<file path="config.mk">
export PLATFORM = sky130hd
export DESIGN_NAME = seg7_scan
export DESIGN_NICKNAME = d
export VERILOG_FILES = /design/src/rtl/seg7_pkg.sv /design/src/rtl/seg7_decode.sv /design/src/rtl/seg7_scan.sv
export SDC_FILE = /design/constraint.sdc
export NUM_CORES = 1
export LEC_CHECK = 0
export ABC_CLOCK_PERIOD_IN_PS = 2900
export BUFFER_PORTS_ARGS = -buffer_cell sky130_fd_sc_hd__buf_2
export CAP_MARGIN = 25
export CORE_ASPECT_RATIO = 0.75
export CORE_MARGIN = 3
export CORE_UTILIZATION = 50
export CTS_BUF_LIST = sky130_fd_sc_hd__clkbuf_4 sky130_fd_sc_hd__clkbuf_8 sky130_fd_sc_hd__clkbuf_16
export CTS_CLUSTER_SIZE = 8
export DETAILED_ROUTE_END_ITERATION = 8
export PLACE_DENSITY_LB_ADDON = 0.08
export SYNTH_ARGS = -nofsm -noshare
export SYNTH_HDL_FRONTEND = slang
export SYNTH_HIERARCHICAL = 1
export SYNTH_SLANG_ARGS = --single-unit
</file>
<file path="constraint.sdc">
create_clock -name clk -period 2.9 [get_ports clk]
set_input_delay 0.58 -clock clk [delete_from_list [all_inputs] [get_ports clk]]
set_output_delay 0.58 -clock clk [all_outputs]
set_load 0.02 [all_outputs]
</file>
<file path="src/rtl/seg7_pkg.sv">
// Shared constants and helpers for the multiplexed 7-segment display driver.
package seg7_pkg;

   // Every segment off (active-low lines all high).
   localparam logic [6:0] SEG_OFF = 7'h7F;

   // Active-low hex patterns, bit6 = a ... bit0 = g, indexed by nibble value.
   localparam logic [6:0] HEX_PAT [16] = '{
      7'b000_0001, 7'b100_1111, 7'b001_0010, 7'b000_0110,
      7'b100_1100, 7'b010_0100, 7'b010_0000, 7'b000_1111,
      7'b000_0000, 7'b000_0100, 7'b000_1000, 7'b110_0000,
      7'b011_0001, 7'b100_0010, 7'b011_0000, 7'b011_1000
   };

   // Width of a counter that must hold 0..n-1 (at least one bit).
   function automatic int unsigned cnt_width(input int unsigned n);
      return (n <= 1) ? 1 : $clog2(n);
   endfunction

endpackage

</file>
<file path="src/rtl/seg7_decode.sv">
// Combinational nibble to active-low 7-segment pattern lookup.
module seg7_decode
   import seg7_pkg::*;
(
   input  logic [3:0] nib,
   output logic [6:0] pat
);

   // Table lookup of the selected nibble.
   always_comb begin
      pat = HEX_PAT[nib];
   end

endmodule

</file>
<file path="src/rtl/seg7_scan.sv">
// Time-multiplexed N-digit common-anode 7-segment driver with tear-free
// frame-boundary updates, leading-zero suppression and anode dead time.
module seg7_scan
   import seg7_pkg::*;
#(
   parameter int unsigned NUM_DIGITS = 4,
   parameter int unsigned CLK_DIV    = 50000,
   parameter int unsigned DEAD       = 2
) (
   input  logic                      clk,
   input  logic                      rst,
   input  logic [4*NUM_DIGITS-1:0]   data,
   input  logic [NUM_DIGITS-1:0]     dp,
   input  logic [NUM_DIGITS-1:0]     blank,
   input  logic                      lz_en,
   input  logic                      load,
   output logic                      pending,
   output logic [6:0]                seg,
   output logic                      dp_n,
   output logic [NUM_DIGITS-1:0]     ga,
   output logic                      frame_tick
);

   localparam int unsigned   PW    = cnt_width(CLK_DIV);
   localparam int unsigned   IW    = cnt_width(NUM_DIGITS);
   localparam logic [PW-1:0] PMAX  = PW'(CLK_DIV - 1);
   localparam logic [PW-1:0] PDEAD = PW'(DEAD);
   localparam logic [IW-1:0] IMAX  = IW'(NUM_DIGITS - 1);

   logic [PW-1:0]             pcnt;
   logic [IW-1:0]             idx;
   logic                      wrap;
   logic                      boundary;

   logic [4*NUM_DIGITS-1:0]   act_data;
   logic [NUM_DIGITS-1:0]     act_dp;
   logic [NUM_DIGITS-1:0]     act_blank;
   logic [4*NUM_DIGITS-1:0]   sh_data;
   logic [NUM_DIGITS-1:0]     sh_dp;
   logic [NUM_DIGITS-1:0]     sh_blank;

   logic [NUM_DIGITS-1:0]     supp;
   logic                      lz_run;
   logic [3:0]                sel_nib;
   logic                      sel_dp;
   logic                      sel_blank;
   logic                      sel_supp;
   logic [NUM_DIGITS-1:0]     sel_oh;
   logic                      lit;
   logic [6:0]                pat;

   // Slot end and frame end detection.
   always_comb begin
      wrap     = (pcnt == PMAX);
      boundary = wrap && (idx == IMAX);
   end

   // Prescaler and digit index counters.
   always_ff @(posedge clk) begin
      if (rst) begin
         pcnt <= '0;
         idx  <= '0;
      end else if (wrap) begin
         pcnt <= '0;
         idx  <= (idx == IMAX) ? '0 : idx + IW'(1);
      end else begin
         pcnt <= pcnt + PW'(1);
      end
   end

   // Shadow capture and frame-boundary transfer into the active registers;
   // a load landing on the boundary itself bypasses the shadow entirely.
   always_ff @(posedge clk) begin
      if (rst) begin
         act_data   <= '0;
         act_dp     <= '0;
         act_blank  <= '0;
         sh_data    <= '0;
         sh_dp      <= '0;
         sh_blank   <= '0;
         pending    <= 1'b0;
         frame_tick <= 1'b0;
      end else begin
         frame_tick <= boundary;
         if (load) begin
            sh_data  <= data;
            sh_dp    <= dp;
            sh_blank <= blank;
         end
         if (boundary) begin
            pending <= 1'b0;
            if (load) begin
               act_data  <= data;
               act_dp    <= dp;
               act_blank <= blank;
            end else if (pending) begin
               act_data  <= sh_data;
               act_dp    <= sh_dp;
               act_blank <= sh_blank;
            end
         end else if (load) begin
            pending <= 1'b1;
         end
      end
   end

   // Leading-zero suppression: zero, dp-less digits from the top down until
   // the first digit that fails the test; digit 0 is never suppressed.
   always_comb begin
      supp   = '0;
      lz_run = lz_en;
      for (int unsigned k = NUM_DIGITS - 1; k >= 1; k--) begin
         lz_run  = lz_run && (act_data[4*k +: 4] == 4'h0) && !act_dp[k];
         supp[k] = lz_run;
      end
   end

   // Select the current digit's attributes and anode.
   always_comb begin
      sel_nib   = '0;
      sel_dp    = 1'b0;
      sel_blank = 1'b0;
      sel_supp  = 1'b0;
      sel_oh    = '0;
      for (int unsigned k = 0; k < NUM_DIGITS; k++) begin
         if (idx == IW'(k)) begin
            sel_nib   = act_data[4*k +: 4];
            sel_dp    = act_dp[k];
            sel_blank = act_blank[k];
            sel_supp  = supp[k];
            sel_oh[k] = 1'b1;
         end
      end
      lit = (pcnt >= PDEAD) && !sel_blank && !sel_supp;
   end

   seg7_decode u_decode (
      .nib (sel_nib),
      .pat (pat)
   );

   // Registered display outputs, dark during dead time, blank or suppression.
   always_ff @(posedge clk) begin
      if (rst || !lit) begin
         seg  <= SEG_OFF;
         dp_n <= 1'b1;
         ga   <= '1;
      end else begin
         seg  <= pat;
         dp_n <= ~sel_dp;
         ga   <= ~sel_oh;
      end
   end

endmodule

</file>
# Yosys cells after proc, flatten, opt, wreduce, memory -nomap -nowiden
# Memories as Yosys holds them, arrays and structs flattened. A register that Yosys moved wholly into a read port is not among the register bits.
# Index checks and enable logic that the tools add are counted.
# word_totals
wordCells	73
mem_bits_ro	112
n_memories	1
regBits	73
# mem_list
name	depth	word_bits	rd	rd_ports_with_merged_regs	wr	line	source
(name not given)	16	7	1	1	0	seg7_decode.sv:11	pat = HEX_PAT[nib];
# classes
n_bitwise	3
n_lt_le_gt_ge	1
mux	26
n_eq_ne	4
reduce_logical	24
addsub	2
# op_table
cell	count
two-way mux 16 bit	2
two-way mux 4 bit	8
adder 16 x 1 -> 16 bit (second input constant)	1
equality test 16 bit (second input constant)	1
>= comparator 16 x 2 -> 1 bit (second input constant)	1
two-way mux 1 bit	15
zero test 4 bit	3
logical AND 1 bit	9
zero test 1 bit	6
inverter 4 -> 5 bit	1
equality test 2 bit (second input constant)	2
inverter 4 bit	1
OR reduction 2 bit	2
adder 2 x 1 -> 2 bit (second input constant)	1
equality test 2 x 1 -> 1 bit (second input constant)	1
zero test 2 bit	1
two-way mux 2 bit	1
AND reduction 2 bit	1
nonzero test 2 bit	1
logical OR 1 bit	1
inverter 1 bit	1

# Longest topological paths before layout
# Gate-level depths: netlist of the first run.
# logic_depth
ltp_word	14
depth_mapped	13
mapped_depth_nobuf	12

# Modules after synthesis
# Netlist of the first run, hierarchy kept.
# by_module_without_submodules
module	cells_each	area_per_inst_um2	n_inst
seg7_scan	340	3412.0	1
seg7_decode	31	262.8	1

# Worst setup path after synthesis of the first run
# OpenSTA, ideal clock, no wires.
# synth_path
path_kind	register to register
startpoint	reg idx[1]
endpoint	reg seg[3]
path_buffers	1
t_arrival_ns	2.619
setup_ns	0.133
path_slack_ns	0.149
required_time_ns	2.767
stages_incl_launch_ff	13
cell_sequence	dfxtp_1 inv_1 ha_1 clkbuf_1 nand3b_1 a21oi_1 a21oi_1 o21ai_0 inv_1 ha_1 inv_1 mux4_1 nand3b_1
# synth_rtl
item	line	source
start, declared	seg7_scan.sv:31	logic [IW-1:0] idx;
start signal, assigned	seg7_scan.sv:65	idx <= (idx == IMAX) ? '0 : idx + IW'(1);
zero test 2 bit	seg7_scan.sv:126	if (idx == IW'(k)) begin
two-way mux 4 bit (3 in series)	seg7_scan.sv:126	
two-way mux 4 bit (*)	seg7_scan.sv:126	
via sel_nib[1]	seg7_scan.sv:44	logic [3:0] sel_nib;
inverter 4 -> 5 bit (implied by the code) (*)	seg7_decode.sv:11	
end, declared	seg7_scan.sv:18	output logic [6:0] seg,
# The timed path passes the listed nets; every way through them passes the cells marked *.
# A chain may end at the register's enable or synchronous reset.

# Worst setup path in the final report of the first run
# layout_path
startpoint	reg idx[0]
endpoint	reg seg[3]
# Same word-level chain as after synthesis.

==> results of run 1 <==
placed cells by master, fill, tap and decap left out, types with 2 or more instances in the layout:
cell type / n
nand4_1: 4
nor2b_1: 23
inv_1: 11
clkbuf_8: 10
xor2_1: 2
bufinv_16: 2
dfxtp_1: 80
nand2_1: 17
or3_1: 6
nor2_1: 45
mux2_4: 20
nand3_1: 13
mux2i_1: 29
nor4_1: 9
ha_1: 13
o21ai_0: 11
a211oi_1: 3
a21oi_1: 13
buf_4: 9
or4_4: 2
a311oi_1: 2
buf_2: 41
xnor2_1: 11
mux2_2: 5
nor3_1: 6
nand3b_1: 12
kinds of logic after synthesis:
| kind of cell | count (synthesis) |
|---|---|
| simple gates | 143 |
| flops | 80 |
| mux | 55 |
| buf+inv | 35 |
| fa+ha+maj | 13 |
| compound gates | 32 |
| xor+xnor | 13 |
path summary, 6_finish.rpt:
kind,start,endpoint,slack [ns],cells past startpoint
max reg2reg,idx[0],seg[3],0.24,11
min reg2reg,pcnt[0],pcnt[0],0.49,1
max,idx[0],seg[3],0.24,11
min,pcnt[0],pcnt[0],0.49,1
synth_stat cells (2+ instances only):
cell	n	area, um^2
buf_12	2	40.0
nand2_1	17	63.8
a211oi_1	3	22.5
buf_6	2	22.5
nand3_1	13	65.1
nor2b_1	23	144
mux2_2	5	56.3
nor2_1	45	169
dfxtp_1	80	1600
a21oi_1	13	65.1
mux2i_1	29	290
buf_2	4	20.0
buf_1	2	7.51
inv_1	11	41.3
mux2_4	20	300
clkbuf_1	11	41.3
xor2_1	2	17.5
or4_4	2	22.5
nor4_1	9	56.3
a311oi_1	2	17.5
or3_1	6	37.5
xnor2_1	11	96.3
buf_4	2	15.0
o21ai_0	11	55.1
nand4_1	4	25.0
nor3_1	6	30.0
nand3b_1	12	90.1
ha_1	13	163
power breakdown:
part	total [mW]	internal [mW]	switching, mW	leakage (nW)
Sequential	1.15	1.13	0.0125	0.652
Clock	0.890	0.503	0.386	0.108
Combinational	0.135	0.0550	0.0799	0.961
flip-flops by register name, summed over array words and instances, names as in the netlist, 7 cells and up:
name and cells:
pcnt 16, act_data 16, sh_data 16, seg 7
critical path: cells and delay by family (launching register included):
kind / cells / cell delay, ns
adders and majority gates: 2 / 0.48
DFF: 1 / 0.38
and+or+nand+nor: 2 / 0.37
muxes: 2 / 0.79
buffers and inverters: 3 / 0.31
AOI/OAI and AO/OA: 2 / 0.20
stage by stage:
stage / utilization [%] / power (mW) / instance area [um^2] / std cells
floorplan: - / 1.26 / 3670 / 371
global placement: 56.4 / 1.31 / 3920 / 496
detailed placement: 56.4 / 1.31 / 3920 / 496
CTS: 59.5 / 2.21 / 4140 / 511
global route: 59.5 / 2.27 / 4140 / 511
finish: 59.5 / 2.17 / 4140 / 511
layout make-up:
type / count / area (um^2) / share of cell area (%)
flip-flops and latches: 80 / 1600 / 38.7
inverters: 12 / 45.0 / 1.09
repair buffers: 50 / 273 / 6.58
multi-input cells: 256 / 1880 / 45.4
well taps: 98 / 123 / 2.96
clock inverters: 5 / 81.3 / 1.96
clock buffers: 10 / 138 / 3.32
metal layers:
layer	vias to the layer above	share of wire (%)
met2	63	39
met5	-	0
met3	10	5.3
met1	1165	54
met4	0	1.4
li1	1353	-
==> impl_metrics.toml, run 1 <==
[sta]
worstMarginPinSlew_ns = 0.942
max_freq_mhz = 376
tns_ns = 0
setup_violations = 0
finalHoldWorstSlack_ns = 0.495
rsz0062_at_grt = "no"
finClkSkew_ns = 0.00818
slew_headroom_pct = 37.2
min_period_over_period_pct = 91.8
fin_ws_ns = 0.237
layout_min_cycle_time_ns = 2.66
drv_slew = 0
final-hold-violation-count = 0

[cells_and_area]
fill_cells = 628
drive_gt1_share_pct = 22.5
antenna_cells = 0
fin_nets = 450
area_delta_synth_final_pct = 12.7

[grt]
grt_pass1_wl_um = 11800
top_usage_layer = "met1"
track_usage_pct = 17.7
grt_pass1_vias = 2400
grt_max_degree = 55
met1_usage_pct = 26.2
use_met3_pct = 5.06
antenna_found_initial = 0
grt_remaining_overflow = 0
use_met2_pct = 24.1

[clock_tree]
clkTransAtPathRegs_ns = 0.08
ctsRootBufferMaster = "clkbuf_8"
cts_max_level = 3
post_cts_buffers = 0
ctsHoldBuffers = 0
cts_tree = "done"
clock_sinks = 80
cts_resized = 0
cts_buffers = 9
clk_latency_ns = 0.35
clk_path_buf_depth = 2

[worst_setup_path]
cp_data_required_time_ns = 3.12
cp-start-kind = "flip-flop"
end_kind = "flip-flop"
cpMostUsedCell = "inv_1"
arrival_ns = 2.88
critPathMaxStageDelay_ns = 0.46
worstPathMaxFanout = 7
slowest_stage = "mux4_1"
path_class = "reg2reg"
cp_cell_sequence = "inv_1 -> ha_1 -> and3b_1 -> a21oi_1 -> o21ai_0 -> mux2_2 -> inv_1 -> ha_1 -> inv_1 -> mux4_1 -> nand3b_1"

[yosys]
synth_compound_area_share_pct = 5.04
syn-mean-instance-area_um2 = 9.91
synth_fa_ha_area_share_pct = 4.43
ys_seq_elements = 80
synthFlopType = "dfxtp_1"
synth_xor_area_share_pct = 3.10
muxShareOfSynthArea_pct = 18.3
synth_top_family_by_area = "simple AND/OR/NAND/NOR gates"
seq_area_frac_synth_pct = 43.6
netlist_area_um2 = 3670
synth_edf_count = 0
async_reset_ff_share_pct = 0
syn-num-nets = 412
synth_cells = 371
ys_types = 39
synth_warnings = 6
synth-simple-area-share_pct = 20.3

[route]
viasPerCell = 5.07
dr_total_vias = 2591
drc = 0
wl_per_cell_um = 13.8
first_pass_iters = 4
ant_nets = 0
totalWireLength_um = 7070
drt_iter0_markers = 116

[outcome]
status = "finished clean"

[floorplan]
die_w_um = 105
coreArea_um2 = 6960
dieArea_um2 = 8420
io_pins = 42
die_h_um = 80.2
core.rowCount = 26
initial_core_util_pct = 52.8

[placed_design]
gp_congestion = 0.856
place_ws_ns = 0.286
dp_hpwl_um = 5060
portBuffers = 41

[pwr]
p_leak_nw = 1.72
powerDensity_nw_per_um2 = 524
ir_drop_v = 0.000300

[run]
max-cap-violations = 0

[min_path]
worstHoldPathType = "reg2reg"
Note: power is estimated with default switching activity, not from simulation.
==> run 2, diff against run 1 <==
--- a/config.mk
+++ b/config.mk
@@ -9,5 +9,4 @@
 export BUFFER_PORTS_ARGS = -buffer_cell sky130_fd_sc_hd__buf_2
 export CAP_MARGIN = 25
-export CORE_ASPECT_RATIO = 0.75
 export CORE_MARGIN = 3
 export CORE_UTILIZATION = 50
==> constraint.sdc (replaced) <==
create_clock -name clk -period 2.9 [get_ports clk]
set_input_delay 0.145 -clock clk [delete_from_list [all_inputs] [get_ports clk]]
set_output_delay 0.145 -clock clk [all_outputs]
set_load 0.02 [all_outputs]
==> impl_metrics.toml, run 2 (synthesis results as in run 1) <==
[sta]
layout_min_cycle_time_ns = 2.62
finalHoldWorstSlack_ns = 0.0754
min_period_over_period_pct = 90.2
fin_ws_ns = 0.285
drv_slew = 0
tns_ns = 0
setup_violations = 0
max_freq_mhz = 382
worstMarginPinSlew_ns = 0.931
finClkSkew_ns = 0.0112
slew_headroom_pct = 37.9
rsz0062_at_grt = "no"
final-hold-violation-count = 0

[route]
first_pass_iters = 5
totalWireLength_um = 6870
drc = 0
drt_iter0_markers = 124
wl_per_cell_um = 13.5
ant_nets = 0
dr_total_vias = 2583
viasPerCell = 5.06

[floorplan]
die_w_um = 91.7
die_h_um = 91.7
coreArea_um2 = 6940
core.rowCount = 30
initial_core_util_pct = 52.9
dieArea_um2 = 8410
io_pins = 42

[min_path]
worstHoldPathType = "in2reg"

[clock_tree]
cts_resized = 0
clk_path_buf_depth = 2
clock_sinks = 80
ctsHoldBuffers = 0
cts_buffers = 9
ctsRootBufferMaster = "clkbuf_8"
cts_tree = "done"
cts_max_level = 3
clk_latency_ns = 0.35
post_cts_buffers = 0
clkTransAtPathRegs_ns = 0.09

[worst_setup_path]
cp-start-kind = "flip-flop"
arrival_ns = 2.85
cp_data_required_time_ns = 3.13
path_class = "reg2reg"
end_kind = "flip-flop"
worstPathMaxFanout = 7

[cells_and_area]
drive_gt1_share_pct = 22.7
layout_commonest_cell = "dfxtp_1"
fill_cells = 651
layout.cells.non_filler = 510
reg_top3 = "act_data x16, pcnt x16, sh_data x16"
mostFrequentLayoutCells = "dfxtp_1 (80), nor2_1 (45), buf_2 (41), mux2i_1 (29), nor2b_1 (23)"
area_delta_synth_final_pct = 12.4
antenna_cells = 0
multiInputGateArea_um2 = 1880
fin_nets = 450
seq_area_um2 = 1600

[grt]
grt_max_degree = 55
grt_pass1_vias = 2477
track_usage_pct = 17.2
antenna_found_initial = 0
grt_remaining_overflow = 0
grt_pass1_wl_um = 11600

[pwr]
p_leak_nw = 1.72
clkPwrFrac_pct = 40.1
swShare_pct = 24.8
ir_drop_v = 0.000389
seqPwrFrac_pct = 53.7
powerDensity_nw_per_um2 = 517
switchingPower_mw = 0.529
combPwrFrac_pct = 6.3
p_int_mw = 1.61

[placed_design]
gp_congestion = 0.808
portBuffers = 41
placed_cells = 494
place_ws_ns = 0.293
dp_hpwl_um = 4960

[run]
max-cap-violations = 0

[outcome]
status = "finished clean"
==> run 2: changes by cell type in the layout (fill, tap and decap cells not counted) <==
cell,delta
bufinv_16,-1
clkbuf_8,-1
clkinv_2,-1
inv_8,+1
inv_6,+4
clkinvlp_4,-1
==> run 2: stage by stage <==
stage / power, mW / instance area, um^2 / util [%]
global placement: 1.31 / 3920 / 56.5
finish: 2.13 / 4130 / 59.5
global route: 2.24 / 4130 / 59.5
floorplan: 1.26 / 3670 / -
CTS: 2.17 / 4130 / 59.5
detailed placement: 1.31 / 3920 / 56.5
==> run 2: cell type report <==
type                            count  area share, %
Clock buffer                        9           3.00
Timing Repair Buffer               50           6.60
Inverter                           12           1.09
Multi-Input combinational cell    256           45.6
Clock inverter                      7           2.06
Sequential cell                    80           38.8
Tap cell                           96           2.91
==> run 2: layer usage <==
metal  up-vias  global-route usage (%)  part of all wire, %
met1      1167                    22.6                   48
met5         -                       0                    0
met3        10                    5.17                  5.3
met2        63                    26.5                   45
li1       1343                       -                    -
met4         0                    6.56                  1.1
==> run 2: critical path: stages, from the launching register on <==
cell and delay (ns):
dfxtp_1 0.39, inv_1 0.08, ha_1 0.25, and3b_1 0.23
a21oi_1 0.04, o21ai_0 0.14, mux2_2 0.25, inv_1 0.12
ha_1 0.31, inv_1 0.04, mux4_1 0.48, nand3b_1 0.17
==> run 2: worst paths after layout <==
kind,from,endpoint,slack [ns],cells past startpoint
worst max-delay path,idx[1],seg[3],0.28,11
worst max register to register,idx[1],seg[3],0.28,11
worst min register to register,pcnt[0],pcnt[0],0.49,1
worst min-delay path,dp[2],sh_dp[2],0.08,3
==> run 2: power groups by stage <==
stage / clock network, mW / logic, mW / registers, mW
2_1_floorplan: 0 / 0.0758 / 1.18
3_3_place_gp: 0 / 0.134 / 1.17
4_1_cts: 0.884 / 0.137 / 1.15
6_report: 0.855 / 0.134 / 1.15
3_5_place_dp: 0 / 0.136 / 1.17
5_1_grt: 0.936 / 0.151 / 1.15
